`src/rtl/button_gesture_pkg.sv`:
```
// Shared types and helpers for the button gesture classifier.
package button_gesture_pkg;

    typedef enum logic [2:0] {
        IDLE,
        PRESS1,
        LONG,
        WAIT2,
        PRESS2
    } state_e;

    function automatic int unsigned max3(input int unsigned a, input int unsigned b,
                                         input int unsigned c);
        int unsigned m;
        m = a;
        if (b > m) m = b;
        if (c > m) m = c;
        return m;
    endfunction

endpackage

```
`src/rtl/gesture_timer.sv`:
```
// Clearable saturating up-counter; hit flags cnt == limit (limit is the threshold minus one).
module gesture_timer #(
    parameter int unsigned WIDTH = 8,
    parameter int unsigned MAX   = 255
) (
    input  logic             clk,
    input  logic             rst,
    input  logic             clr,
    input  logic [WIDTH-1:0] limit,
    output logic             hit
);

    logic [WIDTH-1:0] cnt;

    always_ff @(posedge clk or posedge rst) begin
        if (rst) begin
            cnt <= '0;
        end else if (clr) begin
            cnt <= '0;
        end else if (cnt != WIDTH'(MAX)) begin
            cnt <= cnt + 1'b1;
        end
    end

    assign hit = (cnt == limit);

endmodule

```
`src/rtl/button_gesture.sv`:
```
// Debounced-button gesture classifier; optional auto-repeat under BUTTON_GESTURE_REPEAT_EN.
// release/repeat are SystemVerilog keywords, so those ports are release_pulse/repeat_pulse.
module button_gesture
    import button_gesture_pkg::*;
#(
    parameter int unsigned LONG_CLK_COUNT   = 6000000,
    parameter int unsigned DOUBLE_CLK_COUNT = 3000000,
    parameter int unsigned REPEAT_CLK_COUNT = 1200000
) (
    input  logic clk,
    input  logic rst,
    input  logic btn,
    output logic press,
    output logic release_pulse,
    output logic short_tap,
    output logic double_tap,
    output logic long_press,
    output logic repeat_pulse,
    output logic held
);

`ifdef BUTTON_GESTURE_REPEAT_EN
    localparam int unsigned CNT_MAX = max3(LONG_CLK_COUNT, DOUBLE_CLK_COUNT, REPEAT_CLK_COUNT);
`else
    localparam int unsigned CNT_MAX = max3(LONG_CLK_COUNT, DOUBLE_CLK_COUNT, 0);
`endif
    localparam int unsigned CW = $clog2(CNT_MAX + 1);

    if (LONG_CLK_COUNT < 2 || DOUBLE_CLK_COUNT < 2 || REPEAT_CLK_COUNT < 2) begin : g_param_check
        $error("button_gesture: all *_CLK_COUNT parameters must be >= 2");
    end

    state_e        state_q, state_d;
    logic          btn_q;
    logic          rise, fall;
    logic          clr, hit;
    logic [CW-1:0] limit;
    logic          press_d, release_d, short_d, double_d, long_d;

    assign rise = btn & ~btn_q;
    assign fall = ~btn & btn_q;

    // One shared counter; the active threshold depends on the state.
    always_comb begin
        limit = CW'(LONG_CLK_COUNT - 1);
        case (state_q)
            WAIT2:   limit = CW'(DOUBLE_CLK_COUNT - 1);
`ifdef BUTTON_GESTURE_REPEAT_EN
            LONG:    limit = CW'(REPEAT_CLK_COUNT - 1);
`endif
            default: ;
        endcase
    end

    gesture_timer #(
        .WIDTH (CW),
        .MAX   (CNT_MAX)
    ) u_timer (
        .clk   (clk),
        .rst   (rst),
        .clr   (clr),
        .limit (limit),
        .hit   (hit)
    );

`ifdef BUTTON_GESTURE_REPEAT_EN
    logic repeat_d;
`endif

    always_comb begin
        state_d   = state_q;
        clr       = 1'b0;
        press_d   = 1'b0;
        release_d = 1'b0;
        short_d   = 1'b0;
        double_d  = 1'b0;
        long_d    = 1'b0;
`ifdef BUTTON_GESTURE_REPEAT_EN
        repeat_d  = 1'b0;
`endif
        case (state_q)
            IDLE: begin
                if (rise) begin
                    state_d = PRESS1;
                    press_d = 1'b1;
                    clr     = 1'b1;
                end
            end
            PRESS1: begin
                if (fall) begin
                    state_d   = WAIT2;
                    release_d = 1'b1;
                    clr       = 1'b1;
                end else if (hit && btn) begin
                    state_d = LONG;
                    long_d  = 1'b1;
                    clr     = 1'b1;
                end
            end
            LONG: begin
                if (fall) begin
                    state_d   = IDLE;
                    release_d = 1'b1;
`ifdef BUTTON_GESTURE_REPEAT_EN
                end else if (hit && btn) begin
                    repeat_d = 1'b1;
                    clr      = 1'b1;
`endif
                end
            end
            WAIT2: begin
                // A rise on the timeout cycle still counts as a double tap.
                if (rise) begin
                    state_d  = PRESS2;
                    press_d  = 1'b1;
                    double_d = 1'b1;
                end else if (hit) begin
                    state_d = IDLE;
                    short_d = 1'b1;
                end
            end
            PRESS2: begin
                if (fall) begin
                    state_d   = IDLE;
                    release_d = 1'b1;
                end
            end
            default: state_d = IDLE;
        endcase
    end

    always_ff @(posedge clk or posedge rst) begin
        if (rst) begin
            state_q       <= IDLE;
            btn_q         <= 1'b0;
            held          <= 1'b0;
            press         <= 1'b0;
            release_pulse <= 1'b0;
            short_tap     <= 1'b0;
            double_tap    <= 1'b0;
            long_press    <= 1'b0;
        end else begin
            state_q       <= state_d;
            btn_q         <= btn;
            held          <= btn;
            press         <= press_d;
            release_pulse <= release_d;
            short_tap     <= short_d;
            double_tap    <= double_d;
            long_press    <= long_d;
        end
    end

`ifdef BUTTON_GESTURE_REPEAT_EN
    always_ff @(posedge clk or posedge rst) begin
        if (rst) begin
            repeat_pulse <= 1'b0;
        end else begin
            repeat_pulse <= repeat_d;
        end
    end
`else
    assign repeat_pulse = 1'b0;
`endif

endmodule

```
`config.mk`:
```
export PLATFORM = sky130hd
export DESIGN_NAME = button_gesture
export DESIGN_NICKNAME = d
export VERILOG_FILES = /design/src/rtl/button_gesture_pkg.sv /design/src/rtl/gesture_timer.sv /design/src/rtl/button_gesture.sv
export SDC_FILE = /design/constraint.sdc
export NUM_CORES = 1
export LEC_CHECK = 0
export BUFFER_PORTS_ARGS = -buffer_cell sky130_fd_sc_hd__buf_2
export CORE_MARGIN = 8
export CORE_UTILIZATION = 45
export DETAILED_ROUTE_END_ITERATION = 10
export SETUP_SLACK_MARGIN = 0.15
export SLEW_MARGIN = 20
export SYNTH_ARGS = -nofsm -noshare
export SYNTH_HDL_FRONTEND = slang
export SYNTH_SLANG_ARGS = --single-unit
```
`constraint.sdc`:
```
create_clock -name clk -period 5 [get_ports clk]
set_input_delay 1 -clock clk [delete_from_list [all_inputs] [get_ports clk]]
set_output_delay 1 -clock clk [all_outputs]
set_load 0.02 [all_outputs]
```
==> results.sh <==
export IMPL_status="finished, final reports clean"
export IMPL_synth_edf_count=0
export IMPL_ant_nets=0
export IMPL_timing_fmax_mhz=462
export IMPL_dr_pass1_iters=4
export IMPL_cts_buffer_depth=2
export IMPL_setup_ws_ns=2.84
export IMPL_finalCritPeriodShare_pct=43.3
export IMPL_synthToLayoutAreaGrowth_pct=7.11
export IMPL_grt_pass1_wl_um=7480
export IMPL_core_um2=4030
export IMPL_finClkSkew_ns=0.00515
export IMPL_worstHoldStart="u_timer.cnt[1]"
export IMPL_startpoint="u_timer.cnt[2]"
export IMPL_synth_ff_type="dfrtp_1"
export IMPL_drv_cap=0
export IMPL_clock_latency_ns=0.29
export IMPL_slew_violations=0
export IMPL_switching_share_pct=33.2
export IMPL_slew_headroom_pct=63.4
export IMPL_tightest_slew_ns=0.542
export IMPL_hpwl_um=2950
export IMPL_final_core_util_pct=50.5
export IMPL_vias=1562
export IMPL_r2r_end="u_timer.cnt[10]"
export IMPL_p_seq_share_pct=47.5
export IMPL_dp_cells=242
export IMPL_power_leakage_uw=0.000817
export IMPL_multi_input_area_um2=992
export IMPL_critPathKind="register to register"
export IMPL_postCtsSetupRepairBufs=0
export IMPL_fp_dieW_um=81.0
export IMPL_syn_area_um2=1900
export IMPL_layout_min_cycle_time_ns=2.16
export IMPL_clock_tree_htree_level_count=2
export IMPL_post_place_ws_ns=2.67
export IMPL_crit_path_start_kind="register"
export IMPL_synth_seq_cells=32
export IMPL_fin_nets=204
export IMPL_cp_end_kind="register"
export IMPL_path_clk_slew_ns=0.07
export IMPL_start_util_pct=47.1
export IMPL_antenna_found_initial=0
export IMPL_cts_sinks=32
export IMPL_cts_root_buffer="clkbuf_8"
export IMPL_track_usage_pct=14.6
export IMPL_pwr_share_comb_pct=22.5
export IMPL_drc=0
export IMPL_synth_nets=198
export IMPL_worstRegToRegCells=5
export IMPL_endpoint="u_timer.cnt[10]"
export IMPL_min_path_type="register to register"
export IMPL_final_seq_area_um2=801
export IMPL_place_gp_congestion=0.839
export IMPL_finalHoldViolations=0
export IMPL_drtIter0Drc=133
export IMPL_synth_avg_cell_area_um2=9.84
export IMPL_ys_warn_count=0
export IMPL_rows=23
export IMPL_cts_tree="done"
export IMPL_viasPerCell=6.25
export IMPL_io_buffers=8
export IMPL_synth_distinct_cells=46
export IMPL_async_reset_ff_share_pct=100
export IMPL_powerDensity_nw_per_um2=336
export IMPL_fill_cells=377
export IMPL_p_int_uw=457
export IMPL_grt_pass1_vias=1567
export IMPL_synth_area_leaders="dfrtp_1, a211oi_1, xor2_1, o21ai_0, nor3_1"
export IMPL_totalWireLength_um=4310
export IMPL_fin_setup_tns_ns=0
export IMPL_switchingPower_uw=227
export IMPL_placed_cell_area_um2=1940
export IMPL_postSynthCellCount=193
export IMPL_design_area_um2=2030
export IMPL_ctsHoldBuffers=0
export IMPL_synth_seq_area_share_pct=42.2
export IMPL_die_y_um=81.0
export IMPL_grt_ovfl_total=0
export IMPL_yosys_area_top_type="dfrtp_1"
export IMPL_diodes=0
export IMPL_ir_drop_mv=0.216
export IMPL_setup_viol=0
export IMPL_instances_no_fill=250
export IMPL_grt_max_degree=33
export IMPL_cts_resized=0
export IMPL_grt_setup_unrepaired="false"
export IMPL_r2r_setup_slack_ns=2.84
export IMPL_wl_per_cell_um=17.3
export IMPL_clkPwrFrac_pct=30.0
export IMPL_yosysTopAreaCellShare_pct=42.2
export IMPL_worstPathArrival_ns=2.32
export IMPL_ios=10
export IMPL_dieArea_um2=6560
export IMPL_worstPathRequired_ns=5.16
export IMPL_cts_buffers=5
export IMPL_rr_startpoint="u_timer.cnt[2]"
export IMPL_path_max_fanout=23
export IMPL_drive_gt1_share_pct=12.5
==> cell type report <==
type / count / area share, %
Multi-Input combinational cell: 142 / 48.8
Clock buffer: 8 / 4.43
Timing Repair Buffer: 11 / 3.08
Inverter: 7 / 1.29
Tap cell: 50 / 3.08
Sequential cell: 32 / 39.4
==> per-stage QoR <==
| stage | hold slack [ns] | power [uW] |
|---|---|---|
| 6_report | 0.608 | 684 |
| 2_1_floorplan | 0.517 | 446 |
| 5_1_grt | 0.653 | 731 |
| 4_1_cts | 0.608 | 689 |
| 3_3_place_gp | 0.574 | 479 |
| 3_5_place_dp | 0.599 | 483 |
==> state kept, by name, indices dropped and copies added, names as in the netlist <==
register       cells
u_timer.cnt       23
state_q            3
btn_q              1
double_tap         1
long_press         1
press              1
release_pulse      1
short_tap          1
==> power by group through the flow <==
stage / combinational (uW) / sequential [uW] / clock (uW)
detailed placement: 155 / 328 / 0
floorplan: 133 / 313 / 0
finish: 154 / 325 / 205
global placement: 153 / 326 / 0
global route: 174 / 330 / 227
CTS: 156 / 324 / 210
==> Yosys cell counts (3+ instances only) <==
master and number:
o31ai_1 4, or4_1 4, nand4_1 7, nand2b_1 3, nand2_1 8, nand3b_1 3
and2_1 3, inv_1 7, dfrtp_1 32, nor2_1 6, buf_6 3, nand3_1 9
nor3_1 10, or3_1 7, and4_1 3, a21oi_1 5, a211oi_1 15, buf_4 3
clkbuf_1 5, a211o_1 4, o21ai_0 12, xor2_1 8
==> how the worst min path moves through the flow <==
stage | endpoint | cells past startpoint
final | u_timer.cnt[1] | 2
after global routing | state_q[0] | 1
after CTS | u_timer.cnt[1] | 2
after detailed placement | u_timer.cnt[1] | 2
after global placement | u_timer.cnt[1] | 2
after floorplan | press | 2
==> worst max-delay path: stages, from the launching register on <==
cell and delay (ns):
dfrtp_1 0.47, and4_1 0.52, nand3_1 0.29, a2111oi_4 0.32, buf_4 0.33, nor3_1 0.10
==> layer usage <==
layer | share of wire (%) | vias to the layer above | GRT usage, %
li1 | - | 741 | -
met1 | 46 | 785 | 18.4
met2 | 48 | 27 | 23.0
met3 | 3.7 | 9 | 3.75
met4 | 2.2 | 0 | 6.61
met5 | 0 | - | 0
==> cells by family after synthesis <==
kind of cell,share of synthesized area [%]
compound gates,16.8
flops,42.2
buf+inv,5.60
fa+ha+maj,1.32
xor+xnor,4.61
simple gates,29.3
other cells,0.197
==> layout by cell type (no fill, tap or decap), types with 5 or more instances in the layout <==
cell      synthesis  final
buf_2             1      8
xor2_1            8      8
nor3_1           10     10
nand3_1           9      9
a21oi_1           5      5
clkbuf_8          0      6
nor2_1            6      6
inv_1             7      7
nand2_1           8      8
dfrtp_1          32     32
nand4_1           7      7
a211oi_1         15     15
o21ai_0          12     12
or3_1             7      7
Power figures use the tool's default switching activity.
